===== config.mk =====
export PLATFORM = sky130hd
export DESIGN_NAME = sonar_scheduler
export DESIGN_NICKNAME = d
export VERILOG_FILES = /design/src/rtl/sonar_scheduler.sv
export SDC_FILE = /design/constraint.sdc
export NUM_CORES = 1
export LEC_CHECK = 0
export CAP_MARGIN = 10
export CORE_MARGIN = 2
export CORE_UTILIZATION = 40
export DETAILED_ROUTE_END_ITERATION = 16
export PLACE_DENSITY = 0.6
export SYNTH_ARGS = -nofsm -noshare
export SYNTH_HDL_FRONTEND = slang
export SYNTH_SLANG_ARGS = --single-unit

===== constraint.sdc =====
create_clock -name clk -period 5.5 [get_ports clk]
set_input_delay 1.65 -clock clk [delete_from_list [all_inputs] [get_ports clk]]
set_output_delay 1.65 -clock clk [all_outputs]
set_load 0.01 [all_outputs]

===== src/rtl/sonar_scheduler.sv =====
// Round-robin ultrasonic ranging controller: triggers front/rear sensors in turn,
// times the echo pulse, converts it to millimetres and publishes the nearer distance.
module sonar_scheduler #(
  parameter int unsigned TRIG_CYCLES   = 500,
  parameter int unsigned CYCLES_PER_MM = 290,
  parameter int unsigned WAIT_CYCLES   = 1000000,
  parameter int unsigned GUARD_CYCLES  = 3000000
) (
  input  logic        clk,
  input  logic        rst,
  input  logic        meas_en,
  input  logic [1:0]  echo,
  output logic [1:0]  trig,
  output logic [11:0] dst_front,
  output logic [11:0] dst_rear,
  output logic [11:0] binary_dst,
  output logic        dst_valid,
  output logic [1:0]  timeout,
  output logic        sel
);

  typedef enum logic [2:0] {
    ST_IDLE  = 3'd0,
    ST_TRIG  = 3'd1,
    ST_WAIT  = 3'd2,
    ST_MEAS  = 3'd3,
    ST_GUARD = 3'd4
  } state_t;

  localparam logic [11:0] DST_MAX    = 12'd4095;
  localparam logic [11:0] DST_PRESAT = 12'd4094;
  localparam logic [31:0] TRIG_LAST  = 32'(TRIG_CYCLES - 1);
  localparam logic [31:0] WAIT_LAST  = 32'(WAIT_CYCLES - 1);
  localparam logic [31:0] GUARD_LAST = 32'(GUARD_CYCLES - 1);
  localparam logic [31:0] SUB_LAST   = 32'(CYCLES_PER_MM - 1);
  // The rise-detect cycle is already a high cycle, so counting starts one step in.
  localparam logic [31:0] SUB_INIT   = (CYCLES_PER_MM == 1) ? 32'd0 : 32'd1;
  localparam logic [11:0] MM_INIT    = (CYCLES_PER_MM == 1) ? 12'd1 : 12'd0;

  function automatic logic [11:0] min12(input logic [11:0] a, input logic [11:0] b);
    min12 = (a < b) ? a : b;
  endfunction

  state_t      state_q;
  logic [31:0] cnt_q;
  logic [31:0] sub_q;
  logic [31:0] sub_d;
  logic [11:0] mm_q;
  logic [11:0] mm_d;
  logic [1:0]  trig_q;
  logic        sel_q;
  logic [11:0] dst_front_q;
  logic [11:0] dst_rear_q;
  logic [1:0]  timeout_q;
  logic        publish_q;
  logic [11:0] binary_dst_q;
  logic        dst_valid_q;
  logic [1:0]  echo_s1_q;
  logic [1:0]  echo_s2_q;
  logic [1:0]  echo_s3_q;

  logic        echo_cur_s;
  logic        echo_prev_s;
  logic        rise_s;
  logic        fall_s;
  logic        sub_wrap_s;
  logic        mm_sat_s;
  logic        finish_s;
  logic [11:0] result_s;
  logic        to_s;

  // Two-flop synchronizer plus one history stage for edge detection.
  always_ff @(posedge clk or posedge rst) begin
    if (rst) begin
      echo_s1_q <= 2'b00;
      echo_s2_q <= 2'b00;
      echo_s3_q <= 2'b00;
    end else begin
      echo_s1_q <= echo;
      echo_s2_q <= echo_s1_q;
      echo_s3_q <= echo_s2_q;
    end
  end

  // Edge detect on the sensor currently owning the datapath.
  always_comb begin
    echo_cur_s  = echo_s2_q[sel_q];
    echo_prev_s = echo_s3_q[sel_q];
    rise_s      = echo_cur_s & ~echo_prev_s;
    fall_s      = ~echo_cur_s & echo_prev_s;
  end

  // Millimetre counter step: sub-counter wraps every CYCLES_PER_MM high cycles.
  always_comb begin
    sub_wrap_s = (sub_q == SUB_LAST);
    if (sub_wrap_s) begin
      sub_d = 32'd0;
      mm_d  = mm_q + 12'd1;
    end else begin
      sub_d = sub_q + 32'd1;
      mm_d  = mm_q;
    end
    mm_sat_s = sub_wrap_s && (mm_q == DST_PRESAT);
  end

  // Shot completion: timeout, normal echo fall, or saturation while echo is high.
  always_comb begin
    finish_s = 1'b0;
    result_s = mm_q;
    to_s     = 1'b0;
    case (state_q)
      ST_WAIT: begin
        if (!rise_s && (cnt_q == WAIT_LAST)) begin
          finish_s = 1'b1;
          result_s = DST_MAX;
          to_s     = 1'b1;
        end else begin
          finish_s = 1'b0;
          result_s = mm_q;
          to_s     = 1'b0;
        end
      end
      ST_MEAS: begin
        if (fall_s) begin
          finish_s = 1'b1;
          result_s = mm_q;
          to_s     = 1'b0;
        end else if (mm_sat_s) begin
          finish_s = 1'b1;
          result_s = DST_MAX;
          to_s     = 1'b1;
        end else begin
          finish_s = 1'b0;
          result_s = mm_q;
          to_s     = 1'b0;
        end
      end
      default: begin
        finish_s = 1'b0;
        result_s = mm_q;
        to_s     = 1'b0;
      end
    endcase
  end

  // Measurement sequencer with registered trigger, selection and result outputs.
  always_ff @(posedge clk or posedge rst) begin
    if (rst) begin
      state_q     <= ST_IDLE;
      cnt_q       <= 32'd0;
      sub_q       <= 32'd0;
      mm_q        <= 12'd0;
      trig_q      <= 2'b00;
      sel_q       <= 1'b0;
      dst_front_q <= DST_MAX;
      dst_rear_q  <= DST_MAX;
      timeout_q   <= 2'b00;
      publish_q   <= 1'b0;
    end else begin
      publish_q <= 1'b0;
      case (state_q)
        ST_IDLE: begin
          if (meas_en) begin
            trig_q  <= sel_q ? 2'b10 : 2'b01;
            cnt_q   <= 32'd0;
            state_q <= ST_TRIG;
          end
        end
        ST_TRIG: begin
          if (cnt_q == TRIG_LAST) begin
            trig_q  <= 2'b00;
            cnt_q   <= 32'd0;
            state_q <= ST_WAIT;
          end else begin
            cnt_q <= cnt_q + 32'd1;
          end
        end
        ST_WAIT: begin
          if (rise_s) begin
            sub_q   <= SUB_INIT;
            mm_q    <= MM_INIT;
            state_q <= ST_MEAS;
          end else if (finish_s) begin
            if (sel_q) begin
              dst_rear_q <= result_s;
            end else begin
              dst_front_q <= result_s;
            end
            timeout_q[sel_q] <= to_s;
            publish_q        <= 1'b1;
            cnt_q            <= 32'd0;
            state_q          <= ST_GUARD;
          end else begin
            cnt_q <= cnt_q + 32'd1;
          end
        end
        ST_MEAS: begin
          if (finish_s) begin
            if (sel_q) begin
              dst_rear_q <= result_s;
            end else begin
              dst_front_q <= result_s;
            end
            timeout_q[sel_q] <= to_s;
            publish_q        <= 1'b1;
            cnt_q            <= 32'd0;
            state_q          <= ST_GUARD;
          end else begin
            sub_q <= sub_d;
            mm_q  <= mm_d;
          end
        end
        ST_GUARD: begin
          if (cnt_q == GUARD_LAST) begin
            sel_q <= ~sel_q;
            cnt_q <= 32'd0;
            if (meas_en) begin
              trig_q  <= sel_q ? 2'b01 : 2'b10;
              state_q <= ST_TRIG;
            end else begin
              state_q <= ST_IDLE;
            end
          end else begin
            cnt_q <= cnt_q + 32'd1;
          end
        end
        default: begin
          trig_q  <= 2'b00;
          cnt_q   <= 32'd0;
          state_q <= ST_IDLE;
        end
      endcase
    end
  end

  // Nearest-distance publication, one cycle after the per-sensor result lands.
  always_ff @(posedge clk or posedge rst) begin
    if (rst) begin
      binary_dst_q <= DST_MAX;
      dst_valid_q  <= 1'b0;
    end else begin
      dst_valid_q <= publish_q;
      if (publish_q) begin
        binary_dst_q <= min12(dst_front_q, dst_rear_q);
      end
    end
  end

  assign trig       = trig_q;
  assign sel        = sel_q;
  assign dst_front  = dst_front_q;
  assign dst_rear   = dst_rear_q;
  assign timeout    = timeout_q;
  assign binary_dst = binary_dst_q;
  assign dst_valid  = dst_valid_q;

endmodule


Word-level counts from Yosys, hierarchy flattened
Cells that the tools add are included.

Register bits: 128. Bits in latches: 0. RAM bits: 0. ROM bits: 0. Input port bits: 5. Output and inout bits: 42. Logic and storage cells: 120. Memories: 0.

Add/sub/neg operators: 3. $mul: 0. Div/mod/pow operators: 0. Order comparisons: 3. Equal/unequal tests: 18. Shift operators: 0. Multiplexer cells: 61. Bitwise operators: 6. Reduce and logical (&&, ||, !) cells: 14.

Operators by type and width (number): 32-bit 2-to-1 mux (9); 12-bit 2-to-1 mux (14); 32-bit one-hot mux with 5 select lines (1); 12-bit one-hot mux with 2 select lines (3); 32-bit by 1-bit adder with 32-bit output, second input constant (2); 32-bit by 9-bit equality test with 1-bit output, second input constant (2); 32-bit one-hot mux with 2 select lines (1); 32-bit by 20-bit equality test with 1-bit output, second input constant (1); 32-bit by 22-bit equality test with 1-bit output, second input constant (1); 2-bit != test, second input constant (9); 2-bit 2-to-1 mux (8); 3-bit 2-to-1 mux (5); 3-bit one-hot mux with 5 select lines (1); 12-bit by 1-bit adder with 12-bit output, second input constant (1); 12-bit equality test, second input constant (1); 12-bit less-than comparator (1); 1-bit 2-to-1 mux (12); 3-bit AND reduction (3); 2-bit one-hot mux with 4 select lines (1); 3-bit by 2-bit equality test with 1-bit output, second input constant (2); 1-bit one-hot mux with 2 select lines (3); 5-bit AND reduction (1); 1-bit NOT (4); 2-bit one-hot mux with 2 select lines (1); 14 further kinds (18).

Longest topological paths before layout
Depth after elaboration: 12. Depth in mapped cells: 10. Depth with buffers taken out: 8.

Worst setup path after synthesis
Ideal clock, no wire load.

Kind: input to register. Start point: in meas_en. End point: reg cnt_q[23]. Setup time: 0.116 ns. Arrival: 2.714 ns. Data required time: 5.384 ns. Setup slack: 2.671 ns. Cell stages on the path: 7. Buffers on the path: 2. Cell sequence: nand2b_1 > a32oi_1 > nor3_1 > buf_2 > buf_1 > nand2_1 > o311ai_0.

Word-level cells in the longest chain between the ends: 2.

Ends and longest elaborated chain: start: declaration (RTL line 11) `input logic meas_en,`; 2-bit != test (no source line); 3-bit AND reduction (no source line); end signal: assignment (RTL line 175) `cnt_q <= cnt_q + 32'd1;`; end signal: assignment (RTL line 194) `cnt_q <= cnt_q + 32'd1;`; end signal: assignment (RTL line 224) `cnt_q <= cnt_q + 32'd1;`; end: declaration (RTL line 45) `logic [31:0] cnt_q;`.

Every way passes these cells. A chain may end at the register's enable or synchronous reset.

Worst setup path after layout
Start point: in meas_en. End point: reg cnt_q[29].

The elaborated chain is that of the path after synthesis.

==> flow_summary.json <==
{
  "globalplace.congestion": 0.8774,
  "crit_buf_inv": 1,
  "hold_class": "reg -> reg",
  "pre_cts_ws_ns": 1.638,
  "hpwlAfterDp_mm": 11.34,
  "layout_setup_ws_ns": 2.110,
  "remaining_drc_errors": 0,
  "min_period_ns": 3.390,
  "cts_hold_buf": 0,
  "min_period_over_period": 0.6163,
  "track_usage": 0.1924,
  "regArea_um2": 3248,
  "worstSetupPathType": "in -> reg",
  "drt_pass1_iterations": 5,
  "rrSetupSlack_ns": 2.13,
  "ys.flop_type": "dfrtp_1",
  "cts_sinks": 128,
  "ys_types": 64,
  "multi_input_area_um2": 3313,
  "r2r-start": "sel$_DFFE_PP0P_",
  "clk_latency_ns": 0.41,
  "timing.slew.headroom": 0.3533,
  "startpoint_type": "input pin",
  "fill_cells": 1498,
  "worst_pin_slew_ns": 0.9675,
  "fmax_mhz": 295.0,
  "grt_remaining_overflow": 0,
  "r2r_cells": 6,
  "synth_warnings": 0,
  "cp_top_family": "compound AO/OA/AOI/OAI gates",
  "worstPathRequired_ns": 5.78,
  "ys_ff_latch": 128,
  "endpoint": "cnt_q[29]$_DFFE_PP0P_",
  "fin_cells": 980,
  "cp-startpoint": "meas_en",
  "async_flop_share": 1.000,
  "areaGrowthSynthToFinish_pct": 19.81,
  "ios": 47,
  "avgSynthCellArea_um2": 9.586,
  "antenna_found_initial": 0,
  "synth.cell_area_um2": 6797,
  "arrival_ns": 3.67,
  "slowest_stage": "clkdlybuf4s50_1",
  "h-tree-depth": 4,
  "slew_viol_final": 0,
  "place.port_buffers": 46,
  "cpPeakStageDelay_ns": 0.50,
  "dpl.cell_count": 947,
  "wire_per_inst_um": 16.84,
  "status": "completed",
  "cts_buffers": 17,
  "end_kind": "flop",
  "chipWidth_um": 134.4,
  "grt_pass1_vias": 5750,
  "power_leakage_nw": 3.257,
  "hold_viol_final": 0,
  "rsz0062_at_grt": "no",
  "nNetsFinal": 768,
  "core_area_um2": 16580,
  "via_per_inst": 5.824,
  "vias": 5708,
  "clkTransAtPathRegs_ns": 0.05,
  "initial_core_util": 0.4098,
  "cap_violations": 0,
  "cts_tree": "done",
  "grt_pass1_wl_mm": 28.28,
  "path_depth": 6,
  "detail-route-antenna-nets": 0,
  "grt_max_degree": 71,
  "std_cell_rows": 47,
  "yosysTopAreaCellShare": 0.3387,
  "setup_viol": 0,
  "finalWirelength_mm": 16.51,
  "cts_setup_buffers": 0,
  "drt_iter0_drc": 530,
  "synth_top_area_cell": "dfrtp_1",
  "clockBufferDepth": 2,
  "cts_resized": 0,
  "synth_area_leaders": "dfrtp_1 34%, dfstp_2 14%, nand3_1 4.2%",
  "dieArea_um2": 18050,
  "syn_nets": 730,
  "whs_ns": 0.3478,
  "drive_gt1_frac": 0.1224,
  "ir_drop_mv": 0.2044,
  "cts-root-buf": "clkbuf_16",
  "seq_area_frac_synth": 0.4779,
  "critPathMaxFanout": 12,
  "n_antenna_cell": 0,
  "die_h_um": 134.4,
  "power_density_nw_per_um2": 268.5,
  "clock_skew_ns": 0.007115,
  "tns_ns": 0,
  "reg2reg_to": "sub_q[31]$_DFFE_PP0P_",
  "synth_edf_count": 0,
  "crit_chain": "clkdlybuf4s50_1 > nand2b_1 > a32oi_1 > or3_1 > nand2_1 > o311ai_0",
  "syn_inst": 709
}
stage by stage:
step,power [W],utilization,area [um^2]
4_1_cts,0.002206,0.4907,8138
6_report,0.002187,0.4910,8143
3_5_place_dp,0.0009895,0.4504,7470
3_3_place_gp,0.0009887,0.4504,7470
2_1_floorplan,0.0009775,-,6797
5_1_grt,0.002259,0.4910,8143
placed cells by master, fill, tap and decap left out, types with 7 or more instances in the layout:
| master | netlist | layout |
|---|---|---|
| inv_1 | 32 | 31 |
| o22a_1 | 24 | 24 |
| o21ai_0 | 39 | 39 |
| xnor2_1 | 19 | 19 |
| xor2_1 | 17 | 17 |
| nand4_1 | 19 | 19 |
| clkbuf_16 | 0 | 24 |
| a21oi_1 | 16 | 16 |
| or3_1 | 10 | 10 |
| and2_1 | 9 | 9 |
| dfrtp_1 | 92 | 92 |
| a22o_1 | 9 | 9 |
| nor2_1 | 72 | 72 |
| and4_1 | 16 | 16 |
| nand2_1 | 37 | 37 |
| nor4_1 | 14 | 14 |
| dfstp_2 | 36 | 36 |
| nand2b_1 | 7 | 7 |
| a21o_1 | 9 | 9 |
| ha_1 | 16 | 16 |
| clkdlybuf4s50_1 | 0 | 46 |
| a31oi_1 | 12 | 12 |
| and3_1 | 8 | 8 |
| nor3_1 | 24 | 23 |
| nand3_1 | 57 | 57 |
power breakdown:
part,internal [W],switching [W],leakage (nW)
clock,0.000803,0.000411,0.332
sequential,0.000946,0.00000106,1.57
combinational,0.00000509,0.0000203,1.35
area by class of cell:
class | count | area share
clock buffers | 29 | 0.07975
clock inverters | 3 | 0.002305
inverters | 32 | 0.01506
multi-input cells | 516 | 0.4069
flip-flops and latches | 128 | 0.3989
well taps | 220 | 0.03380
repair buffers | 52 | 0.06331
registers in the layout, indices dropped and copies added, names as in the netlist:
name / flops
dst_rear: 12
timeout: 2
trig: 2
binary_dst: 12
sub_q: 32
dst_valid: 1
echo_s3_q: 2
state_q: 3
cnt_q: 32
echo_s2_q: 2
sel: 1
mm_q: 12
publish_q: 1
dst_front: 12
echo_s1_q: 2
worst register-to-register path: cells and delay by family, from the launching register on:
family | cells | cell delay [ns]
simple gates | 5 | 2.45
flops | 1 | 0.52
mux | 1 | 0.28
cells in the mapped netlist (7+ instances only):
library cell and n:
nand4_1 19, and4_1 16, or3_1 10, a31oi_1 12
a22o_1 9, a21o_1 9, dfstp_2 36, buf_2 8
nand2_1 37, dfrtp_1 92, inv_1 32, o22a_1 24
nand3_1 57, nor3_1 24, a21oi_1 16, xnor2_1 19
xor2_1 17, nor4_1 14, clkbuf_1 22, nand2b_1 7
and3_1 8, ha_1 16, o21ai_0 39, and2_1 9
nor2_1 72
layer usage:
| metal | part of all wire | vias up | global-route usage |
|---|---|---|---|
| li1 | - | 2699 | - |
| met1 | 0.47 | 2808 | 0.2585 |
| met2 | 0.46 | 176 | 0.3050 |
| met3 | 0.053 | 25 | 0.05102 |
| met4 | 0.015 | 0 | 0.06023 |
| met5 | 0 | - | 0 |
how the worst min path moves through the flow:
stage                                      start                      to  slack (ns)  depth (start not counted)
after floorplan           echo_s1_q[0]$_DFF_PP0_  echo_s2_q[0]$_DFF_PP0_        0.33                          0
after global placement    echo_s1_q[1]$_DFF_PP0_  echo_s2_q[1]$_DFF_PP0_        0.34                          0
after detailed placement  echo_s1_q[1]$_DFF_PP0_  echo_s2_q[1]$_DFF_PP0_        0.34                          0
after CTS                 echo_s1_q[1]$_DFF_PP0_  echo_s2_q[1]$_DFF_PP0_        0.35                          0
after global routing      echo_s1_q[1]$_DFF_PP0_  echo_s2_q[1]$_DFF_PP0_        0.37                          0
final                     echo_s1_q[1]$_DFF_PP0_  echo_s2_q[1]$_DFF_PP0_        0.35                          0
cell families (layout without fill, tap and decap cells):
family          after synthesis  after routing  synth area share
compound gates              155            155            0.1594
mux                           5              5          0.007916
buf+inv                      65            116           0.03737
xor+xnor                     36             36           0.04639
simple gates                304            304            0.2415
fa+ha+maj                    16             16           0.02945
flops                       128            128            0.4779
Power figures use the tool's default switching activity.
